## src/rtl/pad_host_sequencer.sv

```systemverilog
// Host-side master for the SoC pad interface: queues WRITE/READ/EXEC commands,
// sequences the pad handshakes and returns READ data / EXEC status as responses.
module pad_host_sequencer #(
  parameter int ADDR_W       = 16,
  parameter int DATA_W       = 16,
  parameter int CMD_DEPTH    = 8,
  parameter int RD_TIMEOUT   = 255,
  parameter int EXEC_TIMEOUT = 65535
) (
  input  logic              clk,
  input  logic              rstn,
  input  logic              cmd_valid,
  output logic              cmd_ready,
  input  logic [1:0]        cmd_op,
  input  logic [ADDR_W-1:0] cmd_addr,
  input  logic [DATA_W-1:0] cmd_data,
  output logic              rsp_valid,
  input  logic              rsp_ready,
  output logic [DATA_W-1:0] rsp_data,
  output logic              rsp_err,
  output logic              chip_en,
  output logic              data_addr_valid,
  output logic              read_write,
  output logic [ADDR_W-1:0] address_in,
  output logic [DATA_W-1:0] data_in,
  input  logic [DATA_W-1:0] data_out,
  input  logic              data_out_valid,
  output logic              scan_start_exec,
  output logic              trigger,
  input  logic              exec_end,
  output logic              busy
);

  localparam int PTR_W = $clog2(CMD_DEPTH);
  localparam int TMAX  = (RD_TIMEOUT > EXEC_TIMEOUT) ? RD_TIMEOUT : EXEC_TIMEOUT;
  localparam int CNT_W = $clog2(TMAX + 1) + 1;
  localparam int SAT_W = (CNT_W > DATA_W) ? CNT_W : DATA_W;

  localparam logic [1:0] OP_WRITE = 2'b00;
  localparam logic [1:0] OP_READ  = 2'b01;
  localparam logic [1:0] OP_EXEC  = 2'b10;

  typedef enum logic [2:0] {
    IDLE, WR, RD_REQ, RD_WAIT, EX_TRIG, EX_WAIT, RSP
  } state_t;

  state_t state, state_next;

  logic [1:0]        op_mem   [CMD_DEPTH];
  logic [ADDR_W-1:0] addr_mem [CMD_DEPTH];
  logic [DATA_W-1:0] data_mem [CMD_DEPTH];
  logic [PTR_W:0]    wr_ptr, rd_ptr;
  logic              empty, full, push, pop;
  logic [1:0]        head_op;
  logic [ADDR_W-1:0] head_addr;
  logic [DATA_W-1:0] head_data;

  logic [CNT_W-1:0]  cnt, cnt_next, cnt_inc;
  logic [SAT_W-1:0]  cnt_wide;
  logic [DATA_W-1:0] exec_count;

  logic              dav_next, rw_next, scan_next, trig_next;
  logic [ADDR_W-1:0] addr_next;
  logic [DATA_W-1:0] din_next;
  logic              rsp_valid_next, rsp_err_next;
  logic [DATA_W-1:0] rsp_data_next;

  // Extra pointer MSB distinguishes full from empty when the indices match.
  assign empty     = (wr_ptr == rd_ptr);
  assign full      = (wr_ptr[PTR_W] != rd_ptr[PTR_W]) &&
                     (wr_ptr[PTR_W-1:0] == rd_ptr[PTR_W-1:0]);
  assign cmd_ready = chip_en & ~full;
  assign push      = cmd_valid & cmd_ready;
  assign head_op   = op_mem[rd_ptr[PTR_W-1:0]];
  assign head_addr = addr_mem[rd_ptr[PTR_W-1:0]];
  assign head_data = data_mem[rd_ptr[PTR_W-1:0]];
  assign busy      = (state != IDLE) | ~empty;

  assign cnt_inc    = cnt + 1'b1;
  assign cnt_wide   = SAT_W'(cnt_inc);
  assign exec_count = (cnt_wide > SAT_W'({DATA_W{1'b1}})) ? '1 : DATA_W'(cnt_wide);

  always_ff @(posedge clk) begin
    if (push) begin
      op_mem[wr_ptr[PTR_W-1:0]]   <= cmd_op;
      addr_mem[wr_ptr[PTR_W-1:0]] <= cmd_addr;
      data_mem[wr_ptr[PTR_W-1:0]] <= cmd_data;
    end
  end

  always_ff @(posedge clk or negedge rstn) begin
    if (!rstn) begin
      wr_ptr  <= '0;
      rd_ptr  <= '0;
      chip_en <= 1'b0;
    end else begin
      chip_en <= 1'b1;
      if (push) wr_ptr <= wr_ptr + 1'b1;
      if (pop)  rd_ptr <= rd_ptr + 1'b1;
    end
  end

  // Pad and response outputs are computed one state ahead so they leave a flop.
  always_comb begin
    state_next     = state;
    cnt_next       = cnt;
    pop            = 1'b0;
    dav_next       = 1'b0;
    rw_next        = 1'b0;
    addr_next      = '0;
    din_next       = '0;
    scan_next      = 1'b0;
    trig_next      = 1'b0;
    rsp_valid_next = 1'b0;
    rsp_data_next  = rsp_data;
    rsp_err_next   = rsp_err;
    case (state)
      IDLE: begin
        if (!empty) begin
          pop = 1'b1;
          case (head_op)
            OP_WRITE: begin
              state_next = WR;
              dav_next   = 1'b1;
              rw_next    = 1'b1;
              addr_next  = head_addr;
              din_next   = head_data;
            end
            OP_READ: begin
              state_next = RD_REQ;
              dav_next   = 1'b1;
              addr_next  = head_addr;
            end
            OP_EXEC: begin
              state_next = EX_TRIG;
              scan_next  = 1'b1;
              trig_next  = 1'b1;
            end
            default: begin
              state_next     = RSP;
              rsp_valid_next = 1'b1;
              rsp_data_next  = '0;
              rsp_err_next   = 1'b1;
            end
          endcase
        end
      end
      WR: state_next = IDLE;
      RD_REQ: begin
        state_next = RD_WAIT;
        cnt_next   = '0;
      end
      RD_WAIT: begin
        if (data_out_valid) begin
          state_next     = RSP;
          rsp_valid_next = 1'b1;
          rsp_data_next  = data_out;
          rsp_err_next   = 1'b0;
        end else if (cnt == CNT_W'(RD_TIMEOUT)) begin
          state_next     = RSP;
          rsp_valid_next = 1'b1;
          rsp_data_next  = '0;
          rsp_err_next   = 1'b1;
        end else begin
          cnt_next = cnt_inc;
        end
      end
      EX_TRIG: begin
        state_next = EX_WAIT;
        cnt_next   = '0;
        scan_next  = 1'b1;
      end
      EX_WAIT: begin
        // Reported count includes the cycle on which exec_end is seen.
        if (exec_end) begin
          state_next     = RSP;
          rsp_valid_next = 1'b1;
          rsp_data_next  = exec_count;
          rsp_err_next   = 1'b0;
        end else if (cnt_inc == CNT_W'(EXEC_TIMEOUT)) begin
          state_next     = RSP;
          rsp_valid_next = 1'b1;
          rsp_data_next  = '1;
          rsp_err_next   = 1'b1;
        end else begin
          scan_next = 1'b1;
          cnt_next  = cnt_inc;
        end
      end
      RSP: begin
        if (rsp_ready) state_next = IDLE;
        else           rsp_valid_next = 1'b1;
      end
      default: state_next = IDLE;
    endcase
  end

  always_ff @(posedge clk or negedge rstn) begin
    if (!rstn) begin
      state           <= IDLE;
      cnt             <= '0;
      data_addr_valid <= 1'b0;
      read_write      <= 1'b0;
      address_in      <= '0;
      data_in         <= '0;
      scan_start_exec <= 1'b0;
      trigger         <= 1'b0;
      rsp_valid       <= 1'b0;
      rsp_data        <= '0;
      rsp_err         <= 1'b0;
    end else begin
      state           <= state_next;
      cnt             <= cnt_next;
      data_addr_valid <= dav_next;
      read_write      <= rw_next;
      address_in      <= addr_next;
      data_in         <= din_next;
      scan_start_exec <= scan_next;
      trigger         <= trig_next;
      rsp_valid       <= rsp_valid_next;
      rsp_data        <= rsp_data_next;
      rsp_err         <= rsp_err_next;
    end
  end

endmodule

```

## config.mk

```make
export PLATFORM = sky130hd
export DESIGN_NAME = pad_host_sequencer
export DESIGN_NICKNAME = d
export VERILOG_FILES = /design/src/rtl/pad_host_sequencer.sv
export SDC_FILE = /design/constraint.sdc
export NUM_CORES = 1
export LEC_CHECK = 0
export ABC_AREA = 0
export BUFFER_PORTS_ARGS = -buffer_cell sky130_fd_sc_hd__buf_2
export CAP_MARGIN = 25
export CORE_ASPECT_RATIO = 0.6
export CORE_MARGIN = 2
export CORE_UTILIZATION = 30
export CTS_CLUSTER_DIAMETER = 150
export DETAILED_ROUTE_END_ITERATION = 6
export GPL_TIMING_DRIVEN = 0
export HOLD_SLACK_MARGIN = 0.02
export PLACE_DENSITY = 0.58
export SETUP_SLACK_MARGIN = 0.2
export SYNTH_ARGS = -nofsm -noshare
export SYNTH_HDL_FRONTEND = slang
export SYNTH_SLANG_ARGS = --single-unit
export TNS_END_PERCENT = 5
```

## constraint.sdc

```tcl
create_clock -name clk -period 5.2 [get_ports clk]
set_input_delay 0.78 -clock clk [delete_from_list [all_inputs] [get_ports clk]]
set_output_delay 0.78 -clock clk [all_outputs]
set_load 0.02 [all_outputs]
```

== Word level (Yosys, flattened, before mapping) ==
Memories as Yosys holds them, arrays and structs flattened.
Cells that the tools add are included.

* Bits in registers: 83
* RAM bits: 272
* Bits of input ports: 56
* Output and inout port bits: 57
* Word-level logic and storage cells: 117
* Memories: 3

* $add $sub $neg: 3
* Magnitude comparators: 1
* Equality and inequality tests: 21
* Muxes and demuxes: 58
* Bitwise operators: 5
* Reductions and logical operators: 12

{| class="wikitable"
|+ Memory list
! name !! words !! width !! rd ports !! clocked after memory_dff !! write ports !! line !! RTL
|-
| addr_mem || 8 || 16 || 1 || 0 || 1 || 50 || <nowiki>logic [ADDR_W-1:0] addr_mem [CMD_DEPTH];</nowiki>
|-
| data_mem || 8 || 16 || 1 || 0 || 1 || 51 || <nowiki>logic [DATA_W-1:0] data_mem [CMD_DEPTH];</nowiki>
|-
| op_mem || 8 || 2 || 1 || 0 || 1 || 49 || <nowiki>logic [1:0] op_mem [CMD_DEPTH];</nowiki>
|}

{| class="wikitable"
|+ Operators with widths
! kind !! count
|-
| two-way mux 16 bit || 13
|-
| two-way mux 17 bit || 4
|-
| case mux 17 bit (3 select lines) || 1
|-
| case mux 16 bit (3 select lines) || 1
|-
| two-way mux 1 bit || 28
|-
| two-way mux 3 bit || 6
|-
| case mux 3 bit (6 select lines) || 1
|-
| adder 17 x 1 -> 17 bit (second input constant) || 1
|-
| equality test 17 x 16 -> 1 bit (second input constant) || 1
|-
| equality test 17 x 8 -> 1 bit (second input constant) || 1
|-
| > comparator 17 x 16 -> 1 bit (second input constant) || 1
|-
| != test 2 bit (second input constant) || 7
|-
| AND reduction 5 bit || 2
|-
| equality test 3 bit (second input constant) || 3
|-
| case mux 3 bit (3 select lines) || 1
|-
| nonzero test 3 bit || 3
|-
| adder 4 x 1 -> 4 bit (second input constant) || 2
|-
| equality test 3 x 2 -> 1 bit (second input constant) || 2
|-
| != test 3 bit (second input constant) || 2
|-
| case mux 1 bit (3 select lines) || 2
|-
| equality test 4 bit || 1
|-
| case mux 1 bit (4 select lines) || 1
|-
| AND reduction 4 bit || 1
|-
| OR reduction 2 bit || 2
|-
| other kinds (11) || 13
|}

== Logic depth before layout (Yosys ltp) ==
Gate-level depths: netlist of the first run.

* Depth after elaboration: 7
* Depth in mapped cells: 12
* Depth with buffers taken out: 9

== Worst setup path after synthesis of the first run ==
OpenSTA, ideal clock, no wires.

* Path type: flip-flop to flip-flop
* Start point: reg rd_ptr[2]
* End point: mem addr_mem[0][0], enable pin
* Library setup time: 467 ps
* Arrival time: 3,996 ps
* Required time: 4,733 ps
* Setup slack: 736 ps
* Cell stages (with the launch flop): 8
* Path buffers: 2
* Period minus slack after synthesis: 4,464 ps
* Cells stage by stage: dfrtp_1 > clkbuf_1 > xor2_1 > o41a_1 > and2_1 > clkbuf_1 > nand2b_1 > nor3_1

* Longest elaborated chain between the ends: 7

{| class="wikitable"
|+ Ends and longest elaborated chain
! item !! line !! RTL
|-
| from (decl) || 52 || <nowiki>logic [PTR_W:0] wr_ptr, rd_ptr;</nowiki>
|-
| from (signal assigned) || 99 || <nowiki>if (pop) rd_ptr <= rd_ptr + 1'b1;</nowiki>
|-
| equality test 3 bit || 71 || <nowiki>(wr_ptr[PTR_W-1:0] == rd_ptr[PTR_W-1:0]);</nowiki>
|-
| logical AND 1 bit || 70 || <nowiki>assign full = (wr_ptr[PTR_W] != rd_ptr[PTR_W]) &&</nowiki>
|-
| inverter 1 bit || 72 || <nowiki>assign cmd_ready = chip_en & ~full;</nowiki>
|-
| AND 1 bit || 72 ||
|-
| named net cmd_ready || 13 || <nowiki>output logic cmd_ready,</nowiki>
|-
| AND 1 bit || 73 || <nowiki>assign push = cmd_valid & cmd_ready;</nowiki>
|-
| two-way mux 1 bit || 84 || <nowiki>if (push) begin</nowiki>
|-
| two-way mux 1 bit (implied by the code) || 86 || <nowiki>addr_mem[wr_ptr[PTR_W-1:0]] <= cmd_addr;</nowiki>
|-
| to (decl) || 50 ||
|}

The timed path passes the listed nets, and every way through them passes these cells.

== Worst setup path after layout of the first run ==
* Start point: reg cnt[0]
* End point: reg rsp_data[14]

* Longest elaborated chain between the ends: 5
* Elaborated cells on any way between the ends: 10
* Classes of those cells: add/sub (1); order compare (1); eq/ne (4); mux (3); reduce/logical (1)

{| class="wikitable"
|+ Ends and longest elaborated chain
! item !! line !! RTL
|-
| from (decl) || 58 || <nowiki>logic [CNT_W-1:0] cnt, cnt_next, cnt_inc;</nowiki>
|-
| from (signal assigned) || 213 || <nowiki>cnt <= cnt_next;</nowiki>
|-
| adder 17 x 1 -> 17 bit || 79 || <nowiki>assign cnt_inc = cnt + 1'b1;</nowiki>
|-
| > comparator 17 x 16 -> 1 bit || 81 || <nowiki>assign exec_count = (cnt_wide > SAT_W'({DATA_W{1'b1}})) ? '1 : DATA_W'(cnt_wide);</nowiki>
|-
| two-way mux 16 bit || 81 ||
|-
| two-way mux 16 bit || 175 || <nowiki>if (exec_end) begin</nowiki>
|-
| case mux 16 bit (3 select lines) || 117 || <nowiki>case (state)</nowiki>
|-
| to (signal assigned) || 221 || <nowiki>rsp_data <= rsp_data_next;</nowiki>
|-
| to (decl) || 19 || <nowiki>output logic [DATA_W-1:0] rsp_data,</nowiki>
|}

Parallel ways exist; a longest one is shown, timed or not.
A chain may end at the register's enable or synchronous reset.

==> flow_summary_export.csv, run 1 <==
group,metric,value,unit
route,wirelength,32400,µm
route,first_iter_violations,572,
layout,stdcell_area,16900,µm²
route,drc,0,
timing,min_period,3.87,ns
power_and_ir_drop,p_per_area,530,nW/µm²
global_routing,grt_pass1_wl,48800,µm
worst_setup_path,critPathMaxFanout,10,
worst_setup_path,cp.depth,12,
global_routing,antenna_found_initial,2,
logic_synthesis,avgSynthCellArea,18.0,µm²
logic_synthesis,synthArstFlopShare,0.234,
worst_setup_path,slowest_delay,0.52,ns
global_routing,grt_max_degree,56,
route,postRouteAntennaNets,0,
worst_setup_path,slowest_stage,"dfrtp_1",
cts,cts.repair.resized,0,
layout,multiInputGateArea,3610,µm²
timing,slew_headroom,0.363,
timing,clock_skew,0.0235,ns
timing,worst_pin_slew,0.956,ns
floorplanning,placementRows,61,
logic_synthesis,synth_flop_cell,"edfxtp_1",
outcome,run_status,"finished, final reports clean",
cts,cts_root_buffer,"clkbuf_16",
worst_setup_path,required,5.62,ns
power_and_ir_drop,finalPower,8.96,mW
worst_hold_path,worstHoldPathType,"input port to asynchronous set/reset pin",
layout,area_delta_synth_final,20.4,%
floorplanning,core_area,46300,µm²
worst_setup_path,cp-start-kind,"flop",
timing,final-setup-viol-count,0,
floorplanning,fp.dieH,172,µm
layout,drive_above_1_share,0.285,
cts,clk_latency,0.54,ns
worst_setup_path,path_cells,"ha_1, clkbuf_1, nand3_1, nor4_2, xnor2_1, a2111o_1, nor4_4, o211ai_4, and3_1, buf_6, buf_6, a211o_1",
logic_synthesis,ys_ff_latch,355,
logic_synthesis,ys_types,59,
cts,cts.clk_slew.worst_paths,0.07,ns
logic_synthesis,syn_area,14000,µm²
layout,nets,1009,
layout,fillerInstances,4369,
placed_design,dpl_cell_area,15700,µm²
floorplanning,io_pins,113,
cts,cts_setup_buffers,0,
logic_synthesis,seq_area_frac_synth,0.730,
cts,cts-buffers-inserted,36,
global_routing,grt_pass1_vias,7737,
timing,finalWorstSetupSlack,1.33,ns
route,viasPerCell,4.67,
worst_setup_path,critical_path_class,"flop to flop",
timing,hold_viol_final,0,
placed_design,place_hpwl,22000,µm
power_and_ir_drop,p_leak,6.03,nW
cts,cts.sinks,355,
logic_synthesis,synth.net_count,839,
worst_setup_path,cp_top_family,"simple AND/OR/NAND/NOR gates",
floorplanning,start_util,0.303,
placed_design,portBuffers,112,
route,drt_first_pass_iters,5,
worst_setup_path,ff2ff_path_depth,12,
timing,max_freq,259,MHz
worst_setup_path,cp-end-kind,"flop",
logic_synthesis,synth_edf_count,272,
cts,htree_levels,2,
placed_design,post-place-ws,1.13,ns
worst_setup_path,cp_common_cell,"buf_6",
power_and_ir_drop,ir_drop,0.218,mV
cts,cts_max_path_buffers,3,
timing,min_period_over_period,0.744,
layout,final_common_cell,"edfxtp_1",
cts,cts_hold_buf,0,
layout,seq_area,10200,µm²
global_routing,grt_overflow,0,
layout,diodes,0,
timing,slew_viol_final,0,
worst_setup_path,crit_arrival,4.29,ns
run,maxCapViolations,0,
worst_setup_path,path_buf_inv,3,
global_routing,grt_usage,0.134,
placed_design,globalplace.congestion,0.829,
logic_synthesis,syn_inst,779,
route,num_vias,7511,
timing,fin_tns_setup,0,ns
layout,final_cell_mix,"edfxtp_1, buf_2, dfrtp_1",
route,wire_per_inst,20.2,µm
floorplanning,die_w,283,µm
floorplanning,die_area,48600,µm²
cts,tritoncts,"done",
timing,rsz0062_at_grt,"no",
logic_synthesis,ys_warn_count,0,
worst register-to-register path, cell delays in order, from the launching register on:
cell,delay (ns)
dfrtp_1,0.52
ha_1,0.20
clkbuf_1,0.32
nand3_1,0.26
nor4_2,0.49
xnor2_1,0.20
a2111o_1,0.35
nor4_4,0.40
o211ai_4,0.21
and3_1,0.22
buf_6,0.14
buf_6,0.14
a211o_1,0.29
stage by stage:
stage / utilization / cells / hold slack [ns]
finish: 0.365 / 1607 / 0.183
global route: 0.365 / 1607 / 0.203
CTS: 0.364 / 1602 / 0.190
detailed placement: 0.339 / 1536 / 0.474
global placement: 0.333 / 1521 / 0.471
floorplan: - / 779 / 0.462
Yosys cell counts (all sizes together), types with 8 or more instances:
| library cell | n | area share |
|---|---|---|
| dfrtp | 83 | 0.15 |
| o21ai | 21 | 0.0075 |
| o211ai | 8 | 0.0053 |
| nor2 | 48 | 0.013 |
| a21oi | 14 | 0.0053 |
| a211o | 10 | 0.0062 |
| nor3 | 10 | 0.0036 |
| o31ai | 11 | 0.0059 |
| nand2 | 28 | 0.0075 |
| mux2i | 36 | 0.026 |
| inv | 9 | 0.0024 |
| clkbuf | 30 | 0.0080 |
| mux4 | 68 | 0.11 |
| edfxtp | 272 | 0.58 |
| buf | 16 | 0.0061 |
| xor2 | 14 | 0.0087 |
| nor2b | 8 | 0.0036 |
| a221o | 8 | 0.0057 |
| nand3 | 17 | 0.0064 |
| xnor2 | 11 | 0.0069 |
area by class of cell:
| cell class | count | share of cell area |
|---|---|---|
| Inverter | 9 | 0.00200 |
| Tap cell | 630 | 0.0466 |
| Timing Repair Buffer | 132 | 0.0525 |
| Clock buffer | 49 | 0.0574 |
| Clock inverter | 17 | 0.00970 |
| Buffer | 46 | 0.0118 |
| Sequential cell | 355 | 0.606 |
| Multi-Input combinational cell | 369 | 0.214 |
power breakdown:
group / internal [mW] / total, mW / switching, mW
Clock: 1.38 / 2.50 / 1.11
Sequential: 3.45 / 3.62 / 0.165
Combinational: 1.19 / 2.85 / 1.65
Total: 6.03 / 8.96 / 2.93
routing by layer:
metal  GRT usage  vias up  wire length [µm]  share of wire
met5           0        -                33         0.0010
met1       0.203     3886             16400           0.51
met2       0.197      154             14100           0.44
met4      0.0329        4               495          0.015
li1            -     3426                 -              -
met3      0.0263       41              1410          0.044
cells by family after synthesis:
| family | after synthesis | share of synthesized area |
|---|---|---|
| flops | 355 | 0.730 |
| simple gates | 143 | 0.0512 |
| mux | 106 | 0.136 |
| compound gates | 90 | 0.0466 |
| buf+inv | 55 | 0.0166 |
| xor+xnor | 25 | 0.0156 |
| fa+ha+maj | 4 | 0.00357 |
| other cells | 1 | 0.000267 |
flip-flops by register name, summed over array words and instances (netlist names):
name             count
rsp_err              1
data_mem           128
op_mem              16
cnt                 17
chip_en              1
read_write           1
addr_mem           128
rd_ptr               4
scan_start_exec      1
rsp_data            16
wr_ptr               4
data_in             16
data_addr_valid      1
address_in          16
trigger              1
state                3
rsp_valid            1
worst paths after layout:
check                             start            to  slack [ns]
hold reg to reg             rsp_data[4]   rsp_data[4]        0.48
setup reg to reg                 cnt[0]  rsp_data[14]        1.33
max in group asynchronous          rstn    data_in[6]        4.35
min in group clk           data_out[11]  rsp_data[11]        0.48
setup / recovery                 cnt[0]  rsp_data[14]        1.33
hold / removal                     rstn        cnt[7]        0.18
Note: power is estimated with default switching activity, not from simulation.
==> run 2: changes to the inputs <==
- PLACE_DENSITY: 0.58 -> 0.59
- clock period: 5.2 -> 3.4 ns (I/O delays scaled with it)
==> run 2 against run 1 <==
Effect of this change: worst setup slack lost 1.0 ns; fmax up 26%; critical path type unchanged; first-iteration DRC count increased by 8.9%; global-route usage down 0.062 points; register-to-register slack worse by 1.0 ns; combinational power is 56% higher.
==> flow_summary_export.csv, run 2 (synthesis gave the netlist of run 1 again) <==
group,metric,value,unit
timing,worst_pin_slew,1.04,ns
power_and_ir_drop,p_leak,6.17,nW
global_routing,grt_pass1_wl,48900,µm
layout,final_common_cell,"edfxtp_1",
timing,final-setup-viol-count,0,
layout,postLayoutCoreUtil,0.370,
worst_setup_path,r2r_slack,0.33,ns
worst_setup_path,cp-end-kind,"flop",
worst_setup_path,required,3.80,ns
layout,stdcell_area,17100,µm²
power_and_ir_drop,ir_drop,0.449,mV
floorplanning,placementRows,61,
floorplanning,start_util,0.303,
cts,htree_levels,2,
route,wire_per_inst,20.2,µm
placed_design,globalplace.congestion,0.880,
timing,slew_viol_final,0,
timing,rsz0062_at_grt,"no",
power_and_ir_drop,p_per_area,819,nW/µm²
cts,cts.sinks,355,
layout,final_cells,1613,
timing,hold_viol_final,0,
route,first_iter_violations,623,
timing,min_period_over_period,0.902,
cts,cts-buffers-inserted,35,
timing,slew_headroom,0.306,
floorplanning,core_area,46300,µm²
floorplanning,fp.dieH,172,µm
cts,cts_max_path_buffers,3,
route,postRouteAntennaNets,0,
layout,nets,1012,
outcome,run_status,"finished, final reports clean",
worst_setup_path,critPathMaxFanout,10,
timing,clock_skew,0.0238,ns
global_routing,antenna_found_initial,4,
worst_setup_path,crit_arrival,3.47,ns
route,drt_first_pass_iters,5,
layout,drive_above_1_share,0.317,
floorplanning,io_pins,113,
layout,fillerInstances,4327,
global_routing,grt_pass1_vias,7609,
floorplanning,die_area,48600,µm²
timing,fin_tns_setup,0,ns
power_and_ir_drop,finalPower,14.0,mW
timing,min_period,3.07,ns
route,wirelength,32500,µm
route,drc,0,
placed_design,portBuffers,112,
run,maxCapViolations,0,
global_routing,grt_usage,0.133,
global_routing,grt_overflow,0,
worst_setup_path,critical_path_class,"flop to flop",
cts,cts_hold_buf,0,
route,viasPerCell,4.72,
timing,max_freq,326,MHz
layout,final_cell_mix,"edfxtp_1, buf_2, dfrtp_1",
timing,timing.hold.ws,0.0191,ns
route,num_vias,7606,
worst_setup_path,cp-start-kind,"flop",
placed_design,post-place-ws,-0.388,ns
worst_hold_path,worstHoldPathType,"input port to asynchronous set/reset pin",
cts,clk_latency,0.54,ns
placed_design,dpl_cell_area,15700,µm²
timing,finalWorstSetupSlack,0.334,ns
placed_design,dpl.cell_count,1534,
global_routing,grt_max_degree,47,
cts,tritoncts,"done",
placed_design,place_hpwl,21700,µm
cts,cts_root_buffer,"clkbuf_16",
cts,cts.clk_slew.worst_paths,0.06,ns
floorplanning,die_w,283,µm
layout,area_delta_synth_final,22.0,%
## run 2: cell count changes in the layout (fill, tap and decap cells not counted), sizes merged
cell      delta
inv          +2
diode        +4
clkinvlp     +1
clkbuf       -6
clkinv       -1
bufinv       +4
buf          +2
## run 2: final cells by class
cell class	instances	area, µm²	share of cell area
Antenna cell	4	10.0	0.000584
Clock inverter	23	270	0.0158
Clock buffer	41	930	0.0543
Sequential cell	355	10200	0.598
Timing Repair Buffer	136	957	0.0559
Buffer	46	221	0.0129
Inverter	9	33.8	0.00197
Tap cell	630	788	0.0460
Multi-Input combinational cell	369	3670	0.214
## run 2: repair_timing
item                                    in CTS  in global routing
endpoints found under the setup margin     264                243
gates resized for setup                     16                 20
pin swaps                                    5                  5
buffers inserted                             5                  3
## run 2: where the power goes
group	switching [mW]	internal (mW)	leakage [nW]	total, mW
clock network	1.69	2.37	0.579	4.06
registers	0.244	5.28	3.53	5.52
logic	2.56	1.88	2.06	4.44
## run 2: layer usage
layer  track usage  up-vias  share of wire
li1              -     3439              -
met4        0.0317        0          0.019
met1         0.199     3930           0.49
met2         0.198      194           0.44
met3        0.0286       43          0.055
met5             0        -              0
## run 2: worst paths after layout
check | from | end | cells past startpoint
worst max-delay path | cnt[3] | rsp_data[4] | 12
worst min-delay path | rstn | rsp_data[14] | 1
worst max register to register | cnt[3] | rsp_data[4] | 12
worst min register to register | rsp_data[8] | rsp_data[8] | 1
max in group asynchronous | rstn | data_in[9] | 2
min in group clk | data_out[13] | rsp_data[13] | 2
## run 2: critical path: stages (launching register included)
cell      delay [ns]
dfrtp_1         0.34
buf_6           0.14
and4_4          0.25
nand3_2         0.12
or4_4           0.54
a2111o_1        0.41
nor4_4          0.15
buf_6           0.17
o211ai_4        0.09
and3_4          0.18
buf_6           0.13
buf_6           0.14
a211o_1         0.29
